### src/rtl/instruction_fetch_unit.sv
// rtl/instruction_fetch_unit.sv - fetch stage: PC, instruction memory read, IF/ID register, stall/redirect/halt
module instruction_fetch_unit #(
    parameter int              DEPTH    = 32,
    parameter int              WL       = 32,
    parameter logic [31:0]     RESET_PC = 32'h0000_0000,
    parameter logic [WL-1:0]   NOP      = WL'(32'h0000_0013),
    localparam int             AW       = $clog2(DEPTH)
) (
    input  logic          clk,
    input  logic          rst,
    output logic [AW-1:0] imem_addr,
    input  logic [WL-1:0] imem_data,
    input  logic          stall,
    input  logic          redirect_valid,
    input  logic [31:0]   redirect_target,
    input  logic          halt_req,
    output logic [WL-1:0] if_id_instr,
    output logic [31:0]   if_id_pc,
    output logic          if_id_valid,
    output logic          halted,
    output logic          misalign_err,
    output logic [31:0]   fetch_count
);

    typedef enum logic {
        RUN    = 1'b0,
        HALTED = 1'b1
    } state_t;

    state_t        state_q, state_d;
    logic [31:0]   pc_q, pc_d;
    logic [WL-1:0] instr_q, instr_d;
    logic [31:0]   ipc_q, ipc_d;
    logic          valid_q, valid_d;
    logic          mis_q, mis_d;
    logic [31:0]   count_q, count_d;

    logic [AW-1:0] word_next;
    logic [31:0]   pc_inc;

    // Incrementing through the word index wraps at DEPTH and drops any high PC bits.
    assign word_next = pc_q[AW+1:2] + AW'(1);
    assign pc_inc    = {{(30-AW){1'b0}}, word_next, 2'b00};
    assign imem_addr = pc_q[AW+1:2];

    always_ff @(posedge clk) begin
        if (rst) begin
            state_q <= RUN;
            pc_q    <= RESET_PC;
            instr_q <= NOP;
            ipc_q   <= 32'd0;
            valid_q <= 1'b0;
            mis_q   <= 1'b0;
            count_q <= 32'd0;
        end else begin
            state_q <= state_d;
            pc_q    <= pc_d;
            instr_q <= instr_d;
            ipc_q   <= ipc_d;
            valid_q <= valid_d;
            mis_q   <= mis_d;
            count_q <= count_d;
        end
    end

    always_comb begin
        state_d = state_q;
        pc_d    = pc_q;
        instr_d = instr_q;
        ipc_d   = ipc_q;
        valid_d = valid_q;
        mis_d   = mis_q;
        count_d = count_q;
        case (state_q)
            RUN: begin
                if (halt_req) begin
                    state_d = HALTED;
                    instr_d = NOP;
                    valid_d = 1'b0;
                end else if (redirect_valid) begin
                    // Squash the wrong-path slot; the target is fetched next cycle.
                    pc_d    = {redirect_target[31:2], 2'b00};
                    instr_d = NOP;
                    valid_d = 1'b0;
                    if (redirect_target[1:0] != 2'b00) begin
                        mis_d = 1'b1;
                    end
                end else if (!stall) begin
                    instr_d = imem_data;
                    ipc_d   = pc_q;
                    valid_d = 1'b1;
                    pc_d    = pc_inc;
                    count_d = count_q + 32'd1;
                end
            end
            HALTED: begin
                state_d = HALTED;
            end
            default: begin
                state_d = RUN;
            end
        endcase
    end

    assign if_id_instr  = instr_q;
    assign if_id_pc     = ipc_q;
    assign if_id_valid  = valid_q;
    assign halted       = (state_q == HALTED);
    assign misalign_err = mis_q;
    assign fetch_count  = count_q;

endmodule

### config.mk
export PLATFORM = sky130hd
export DESIGN_NAME = instruction_fetch_unit
export DESIGN_NICKNAME = d
export VERILOG_FILES = /design/src/rtl/instruction_fetch_unit.sv
export SDC_FILE = /design/constraint.sdc
export NUM_CORES = 1
export LEC_CHECK = 0
export CORE_ASPECT_RATIO = 1.75
export CORE_MARGIN = 5
export CORE_UTILIZATION = 48
export DETAILED_ROUTE_END_ITERATION = 8
export PLACE_DENSITY = 0.85
export SLEW_MARGIN = 40
export SYNTH_ARGS = -nofsm -noshare
export SYNTH_HDL_FRONTEND = slang
export SYNTH_SLANG_ARGS = --single-unit
export TNS_END_PERCENT = 1
### constraint.sdc
create_clock -name clk -period 2.85 [get_ports clk]
set_input_delay 0.285 -clock clk [delete_from_list [all_inputs] [get_ports clk]]
set_output_delay 0.285 -clock clk [all_outputs]
set_load 0.01 [all_outputs]
# Yosys cells after proc, flatten, opt, wreduce, memory -nomap -nowiden
# Index checks and enable logic that the tools add are counted.
[totals] ff_bits=131 latch_bits=0 mem_bits_rw=0 romBits=0 input_bits=69 out_inout_bits=104 wordCells=30 mem_count=0
[op_classes] addsub=2 multipliers=0 div_mod_pow=0 magnitude_cmp=0 eq_ne=2 shifts=0 muxes=10 bitwise_logic=4 n_reduce_logical=5
[ops] op="$mux W32" n=5
[ops] op="$add A32 B1 Y32 const B" n=1
[ops] op="$reduce_and A4 Y1" n=2
[ops] op="$add A5 B1 Y5 const B" n=1
[ops] op="$mux W1" n=4
[ops] op="$not A1 Y1" n=4
[ops] op="$ne A3 B1 Y1 const B" n=1
[ops] op="$reduce_and A3 Y1" n=1
[ops] op="$ne A2 B1 Y1 const B" n=1
[ops] op="$pmux W1 S2" n=1
[ops] op="$reduce_and A2 Y1" n=1
[ops] op="$reduce_bool A2 Y1" n=1

# Longest topological paths before layout
# Gate-level depths: netlist of the first run.
[logic_depth] ltp_word=3 ltp_mapped=7 depth_no_buf=5

# Worst setup path after synthesis of the first run
# No wires, ideal clock.
[synth_timing] kind="register to register" startpoint="reg count_q[4] (netlist: fetch_count[4])" endpoint="reg count_q[29] (netlist: fetch_count[29])" setup_ps=71 arrival_ps=1953 t_required_ps=2779 setup_slack_ps=826 path_stages_with_launch=6 path_buffers=1 synth_period_minus_slack_ps=2024 path_cell_list="dfxtp_1 nand4_4 or4_4 buf_6 or4_1 a21oi_1"
[synth_via] elab_chain_len=1
[synth_lines] element="from (decl)" line_no="36" source="logic [31:0] count_q, count_d;"
[synth_lines] element="from (signal assigned)" line_no="62" source="count_q <= count_d;"
[synth_lines] element="$add A32 B1 Y32" line_no="93" source="count_d = count_q + 32'd1;"
# Every way passes these cells.
# A chain may end at the register's enable or synchronous reset.

# Worst setup path after layout of the first run
[layout_timing] startpoint="in halt_req" endpoint="reg count_q[31] (netlist: fetch_count[31])"
[layout_via] elab_chain_len=2
[layout_lines] element="from (decl)" line_no="16" source="input logic halt_req,"
[layout_lines] element="$not A1 Y1 (no line)"
[layout_lines] element="$reduce_and A4 Y1 (no line)"
# Every way passes these cells.

==> metrics.md, run 1 <==
| Metric | Value |
|---|---|
| Status | finished clean |
| Worst hold start | rst |
| Vias/cell | 5.70 |
| Unrepaired setup endpoints after global routing | no |
| Maximum vdd ir drop | between 500 and 600 uV |
| Worst-path clk slew | around 0.060 ns |
| Worst path max stage delay | 0.65 ns |
| Net total in the final layout | a little under 800 |
| Final critical-path setup slack | roughly 0.62 ns |
| Die area | around 12000 sq um |
| Worst skew pair latency | 0.41 ns |
| Overflow left after global routing | 0 |
| Post-route cell area | 7290 sq um |
| Netlist area before placement | a little under 5000 sq um |
| Capture point of the worst reg-to-reg path | fetch_count[23] |
| Upper clock frequency limit | around 450 MHz |
| Number of cells in the finished layout apart from fillers | around 860 |
| Max-slew violation total from the final report | 0 |
| Total negative slack for setup checks | 0 ns |
| Row cnt | 49 |
| Number of antenna violations at the first check in global routing | 0 |
| Proportion of register bits with asynchronous set or reset after synthesis | 0 |
| Fraction of final layout cells with drive strength greater than 1 | 0.0740 |
| Final weighted congestion in routability-driven placement | 0.834 |
| Mean cell area of the mapped netlist | 8.75 sq um |
| Register-to-register path setup slack | approximately 0.64 ns |
| Clock tree skew after final layout | roughly 0.0084 ns |
| Most used standard cell by instance count after synthesis | dfxtp_1 |
| Wire length of the first global-routing pass | roughly 24000 um |
| Largest cells by area after synthesis | dfxtp_1, a22oi_1, a21oi_1, nand2_1, nor2_1 |
| Final-layout worst hold slack | around 0.43 ns |
| Post CTS Setup Buffer Count | 0 |
| Level count of the clock H-tree | 4 |
| Gr usage total | 0.242 |
| Number of buffers on the longest clock path | 2 |
| Overall routed net length | 15200 um |
| Layout-stage area growth over the synthesis result | 48.3% |
| Static Leak | 2.52 nW |
| Leading cell types by count after synthesis | dfxtp_1, nand2_1, nor2_1 |
| Quantity of I/O buffers inserted on ports | 170 |
| Synth unique cells | between 40 and 50 |
| Transition time at the pin with the least slew margin | 0.757 ns |
| Sequential fraction of the synthesis area | 0.517 |
| FF-to-FF path depth | 4 |
| Core Footprint | between 10000 and 15000 sq um |
| Portion of synthesized cell area occupied by the leading cell type | 0.517 |
| Period Utilization, post-route | 0.783 |
| Post-CTS sizing | 0 |
| First-iteration detailed-routing DRC count | approximately 360 |
| Maximum number of pins on one net before global-route repair | 73 |
| Number of placed cells counting well taps | between 800 and 900 |
| Number of placed I/O pins | between 150 and 200 |
| Hold Buf Count CTS | 0 |
| Post-DP Area | around 6700 sq um |
| Antenna Cells | 0 |
| Crit Path Class | input port to flop |
| DIE WIDTH | approximately 86 um |
| Max-capacitance violation count | 0 |
| Overall die height | 144 um |
| Post-place setup slack | 0.208 ns |
| Clock period minus final worst setup slack | between 2 and 2.5 ns |
| DRC | 0 |
| Number of global-route vias before repair | 4783 |
| Clock tree from TritonCTS | built |
| Power density of the placed cells | 607 nW/um^2 |
| Endpoint, Worst Hold | fetch_count[0] |
| Number of flops mapped to enable cells by yosys | 0 |
| Max_slew headroom | 0.495 |
| Synth warnings | 0 |
| Min-Delay Path Depth | 2 |
| Pre-Repair DR Iteration Count | 6 |
| Endpoint required time on the critical path | 3.19 ns |
| Largest fanout on the critical path | 8 |
| Initial Util | 0.483 |
| Endpoint kind of the worst setup timing path | flop |
| Number of flip-flops and latches in the synthesized netlist | between 100 and 150 |
| Slowest CP cell | nor4_2 |
| Main flop type after synthesis | dfxtp_1 |
| Root cell of the clock tree | clkbuf_16 |
| Mean routed wirelength per cell | between 15 and 20 um |
| Final setup violation count | 0 |
| DPL Wire Length | roughly 11000 um |
| Min-Delay Path Class | input port to flop |
| Final count of hold timing violations | 0 |
| Fraction of the core area covered by cells at the end of the flow | 0.716 |
| Vias | just under 5000 |
| Antenna-violating nets left | 0 |
| Post-layout total power | between 4 and 5 mW |
| Cell count after synthesis | 562 |
| Endpoint arrival time on the critical path | approximately 2.6 ns |
| Total number of clock tree sinks | around 130 |
| Critical R2R Launch | fetch_count[5] |
| Cell chain of the critical path | clkdlybuf4s50_1, nor4_2, nand4_1, or4_1, a21oi_1 |
| Setup crit start kind | input port |
| Leading area contributor after synthesis | dfxtp_1 |
| Number of clock buffers inserted by TritonCTS | 17 |
## state kept, by name, indices dropped and copies added, names as in the netlist
signal / cells
misalign_err: 1
if_id_pc: 30
fetch_count: 32
halted: 1
if_id_instr: 32
if_id_valid: 1
pc_q: 30
## layer usage
metal	up-vias	wire length [um]	GRT usage
met1	2329	5360	0.246
li1	2297	-	-
met2	216	8380	0.443
met4	0	643	0.144
met5	-	0	0
met3	45	842	0.0545
## cells in the final DEF (no fill, tap or decap), drive strengths merged, types with 2 or more instances in the layout
cell type,instances
nor2,72
nor3,3
or4,15
mux2,2
and4,4
a22oi,54
nand4,13
and2,4
or3,5
o22ai,3
o21ai,9
buf,13
inv,14
a31oi,2
and3,2
dfxtp,127
nor2b,3
ha,2
conb,2
clkbuf,17
xor2,6
nor4,3
a21oi,58
clkdlybuf4s50,169
bufinv,3
nand2,77
xnor2,3
nand3,13
nand2b,5
o31ai,16
clkinvlp,2
## worst max-delay path: cells and delay by family
kind | cells | cell delay [ns]
buf+inv | 1 | 0.50
compound gates | 1 | 0.15
simple gates | 3 | 1.63
## cells by family after synthesis
logic type / Yosys count / synth area share
and+or+nand+nor: 221 / 0.216
AOI/OAI and AO/OA: 147 / 0.190
DFF: 127 / 0.517
buffers and inverters: 52 / 0.0484
xor gates and xnor gates: 9 / 0.0160
muxes: 3 / 0.00662
adders and majority gates: 2 / 0.00509
other: 1 / 0.000763
## cell type report
| type | instances | area, sq um |
|---|---|---|
| clock buffers | 17 | 425 |
| clock inverters | 15 | 198 |
| fillers | 794 | 2890 |
| inverters | 5 | 18.8 |
| multi-input cells | 384 | 2140 |
| flip-flops and latches | 127 | 2540 |
| well taps | 127 | 159 |
| repair buffers | 182 | 1800 |
## worst max path at each step
stage	from	end	slack, ns	depth (start not counted)
2_1_floorplan	fetch_count[4]	fetch_count[29]	0.83	5
3_3_place_gp	halt_req	fetch_count[29]	0.31	5
3_5_place_dp	halt_req	fetch_count[31]	0.21	5
4_1_cts	halt_req	fetch_count[31]	0.64	5
5_1_grt	halt_req	fetch_count[31]	0.46	5
6_report	halt_req	fetch_count[31]	0.62	5
## report_power, final
group | leakage, nW | switching, mW | internal (mW)
Clock | 0.300 | 0.876 | 1.41
Sequential | 1.03 | 0.0246 | 1.81
Combinational | 1.19 | 0.145 | 0.160
Total | 2.52 | 1.05 | 3.38
Power figures use the tool's default switching activity.
==> inputs of run 2 (changes only) <==
--- a/config.mk
+++ b/config.mk
@@ -7,9 +7,9 @@
 export LEC_CHECK = 0
 export CORE_ASPECT_RATIO = 1.75
 export CORE_MARGIN = 5
-export CORE_UTILIZATION = 48
+export CORE_UTILIZATION = 41
 export DETAILED_ROUTE_END_ITERATION = 8
-export PLACE_DENSITY = 0.85
+export PLACE_DENSITY = 0.77
 export SLEW_MARGIN = 40
 export SYNTH_ARGS = -nofsm -noshare
 export SYNTH_HDL_FRONTEND = slang
==> constraint.sdc (replaced) <==
create_clock -name clk -period 1.79 [get_ports clk]
set_input_delay 0.179 -clock clk [delete_from_list [all_inputs] [get_ports clk]]
set_output_delay 0.179 -clock clk [all_outputs]
set_load 0.01 [all_outputs]
==> run 2 against run 1 <==
  * The flow now finishes with violations (negative setup slack)
  * Sequential cell count stayed put
  * Sequential share of layout area is 1.8 points lower
  * Routed wire length is 3.9% higher
  * Via count is 4.1% higher
  * Worst setup slack worse by 0.70 ns
  * Core utilization is 6.3 points lower
  * Combinational power is 68% higher
  * Highest routed layer unchanged
==> metrics.md, run 2 (synthesis results as in run 1) <==
| Metric | Value |
|---|---|
| Overflow left after global routing | 0 (unchanged) |
| Worst hold start | rst |
| Worst path max stage delay | 0.63 ns (-0.02 ns) |
| Quantity of I/O buffers inserted on ports | 170 (unchanged) |
| Antenna-violating nets left | 0 (unchanged) |
| Endpoint kind of the worst setup timing path | flop |
| Total number of clock tree sinks | 127 (unchanged) |
| DRC | 0 (unchanged) |
| DPL Wire Length | 11200 um (+6.4%) |
| Violations in the final reports | negative setup slack |
| Root cell of the clock tree | clkbuf_16 |
| Fraction of the core area covered by cells at the end of the flow | 0.654 (-0.0626) |
| Endpoint required time on the critical path | 2.12 ns (-1.07 ns) |
| Number of antenna violations at the first check in global routing | 0 (unchanged) |
| First-iteration detailed-routing DRC count | 280 (-22%) |
| Slowest CP cell | or4_4 |
| Max-capacitance violation count | 0 (unchanged) |
| Overall die height | 155 um (+7.6%) |
| Most used cells in the layout excluding fill and tap cells | clkdlybuf4s50_1, dfxtp_1, nand2_1 |
| Post-layout total power | 7.10 mW (+61%) |
| Net switching share of the total power | 0.217 (-0.0197) |
| Worst-path clk slew | 0.06 ns (about the same) |
| Mean routed wirelength per cell | 17.3 um (-2.6%) |
| Final critical-path setup slack | -0.0839 ns (-0.704 ns) |
| Fraction of final layout cells with drive strength greater than 1 | 0.156 (+0.0818) |
| Worst skew pair latency | 0.40 ns (about the same) |
| Final weighted congestion in routability-driven placement | 0.918 (+10%) |
| Unrepaired setup endpoints after global routing | yes |
| Crit Path Class | flop to flop |
| GR met1 Demand/Resource | 0.210 (-0.0360) |
| Clock period minus final worst setup slack | around 1.9 ns |
| Final count of hold timing violations | 0 (unchanged) |
| Vias | 5089 (+4.1%) |
| Vias/cell | 5.57 (-2.4%) |
| Flop pwr share | 0.410 (-0.004) |
| Internal power summed over all cells | 5.56 mW (+65%) |
| Total negative slack for setup checks | -0.530 ns (-0.530 ns) |
| Number of buffers on the longest clock path | 2 (unchanged) |
| Clock tree skew after final layout | 0.00938 ns (+0.00102 ns) |
| Post-DP Area | 7040 sq um (+5.6%) |
| Maximum number of pins on one net before global-route repair | 50 (-32%) |
| Min-Delay Path Class | input port to flop |
| Maximum vdd ir drop | 797 uV (+37%) |
| Power density of the placed cells | 915 nW/um^2 (+51%) |
| Initial Util | 0.414 (-0.0689) |
| Number of placed cells counting well taps | 879 (+6.5%) |
| Number of clock buffers inserted by TritonCTS | 17 (unchanged) |
| Launch point of the critical path | fetch_count[4] |
| Capture point of the worst reg-to-reg path | fetch_count[19] |
| Met3 Resource Use GR | 0.0501 (-0.00438) |
| Row cnt | 53 (+8.2%) |
| Global routing's busiest layer | met2 |
| Net total in the final layout | 835 (+6.0%) |
| Critical path destination | fetch_count[19] |
| Routing usage on met2 | 0.397 (-0.0464) |
| Cell chain of the critical path | nand4_4, or4_4, or4_1, a21oi_1 |
| Net switching power | 1.54 mW (+47%) |
| Post-route cell area | 7760 sq um (+6.4%) |
| Overall routed net length | 15800 um (+3.9%) |
| FF-to-FF path depth | 4 (unchanged) |
| Clock share of power | 0.517 (about the same) |
| Final setup violation count | 13 (+13) |
| Core Footprint | 11900 sq um (+17%) |
| Antenna Cells | 0 (unchanged) |
| Final-layout worst hold slack | 0.211 ns (-0.214 ns) |
| Upper clock frequency limit | about 530 MHz |
| Level count of the clock H-tree | 4 (unchanged) |
| DIE WIDTH | 92.8 um (+7.3%) |
| Combinational group share of total power | 0.072 (+0.003) |
| Gr usage total | 0.212 (-0.0304) |
| Pre-Repair DR Iteration Count | 5 (-1) |
| Largest fanout on the critical path | 7 (-1) |
| Max-slew violation total from the final report | 0 (unchanged) |
| Wire length of the first global-routing pass | 24300 um (+3.0%) |
| Die area | 14400 sq um (+15%) |
| Static Leak | 2.77 nW (+10%) |
| Number of global-route vias before repair | 5033 (+5.2%) |
| Number of placed I/O pins | 173 (unchanged) |
| Endpoint arrival time on the critical path | 2.20 ns (-0.37 ns) |
| Number of cells in the finished layout apart from fillers | 914 (+6.7%) |
| Status | finished, violations left |
| Post-place setup slack | -0.317 ns (-0.525 ns) |
| Setup crit start kind | flop |
| Commonest non-fill, non-tap cell in the layout | clkdlybuf4s50_1 |
| Hold Buf Count CTS | 0 (unchanged) |
| Clock tree from TritonCTS | built |
| Period Utilization, post-route | 1.05 |
| Critical R2R Launch | fetch_count[4] |
| Register-to-register path setup slack | -0.08 ns (-0.72 ns) |
| Layout-stage area growth over the synthesis result | 57.9% |
[run 2: cell count changes in the layout (fill, tap and decap cells not counted), moves of 3 or more]
cell	delta
a21oi_1	-5
a21oi_2	+5
dfxtp_4	+4
or4_4	+3
dfxtp_2	+7
buf_4	+44
inv_6	-6
dfxtp_1	-11
[run 2: final cells by class]
| type | count | area, sq um |
|---|---|---|
| sequential | 127 | 2570 |
| fill | 969 | 4110 |
| clock buffer | 19 | 453 |
| multi-input combinational | 386 | 2210 |
| inverter | 5 | 18.8 |
| timing repair buffer | 227 | 2150 |
| clock inverter | 13 | 185 |
| tap | 137 | 171 |
[run 2: worst max-delay path: cells and delay by family, from the launching register on]
| family | cells | cell delay, ns |
|---|---|---|
| simple gates | 3 | 1.29 |
| compound gates | 1 | 0.15 |
| flops | 1 | 0.36 |
[run 2: power groups by stage]
| stage | sequential, mW | combinational [mW] | clock [mW] |
|---|---|---|---|
| after floorplan | 2.97 | 0.205 | 0 |
| after global placement | 2.97 | 0.494 | 0 |
| after detailed placement | 2.97 | 0.510 | 0 |
| after CTS | 2.91 | 0.514 | 3.72 |
| after global routing | 2.92 | 0.550 | 3.86 |
| final | 2.91 | 0.514 | 3.67 |
[run 2: worst min-delay path by stage]
stage                              end  depth (start not counted)
after global routing          pc_q[31]                          2
after global placement    misalign_err                          2
after CTS                     pc_q[15]                          2
after floorplan                 halted                          2
final                         pc_q[13]                          2
after detailed placement  if_id_pc[23]                          2
[run 2: repair_timing]
item / CTS / global route
setup endpoints to repair: 14 / 25
pin swaps: 6 / 5
setup buffers: 0 / 1
cloned: 1 / 1
gates resized for setup: 2 / 14
[run 2: metal layers]
layer / part of all wire / wire (um)
met4: 0.039 / 624
met5: 0 / 0
met1: 0.34 / 5430
met3: 0.067 / 1060
met2: 0.55 / 8710
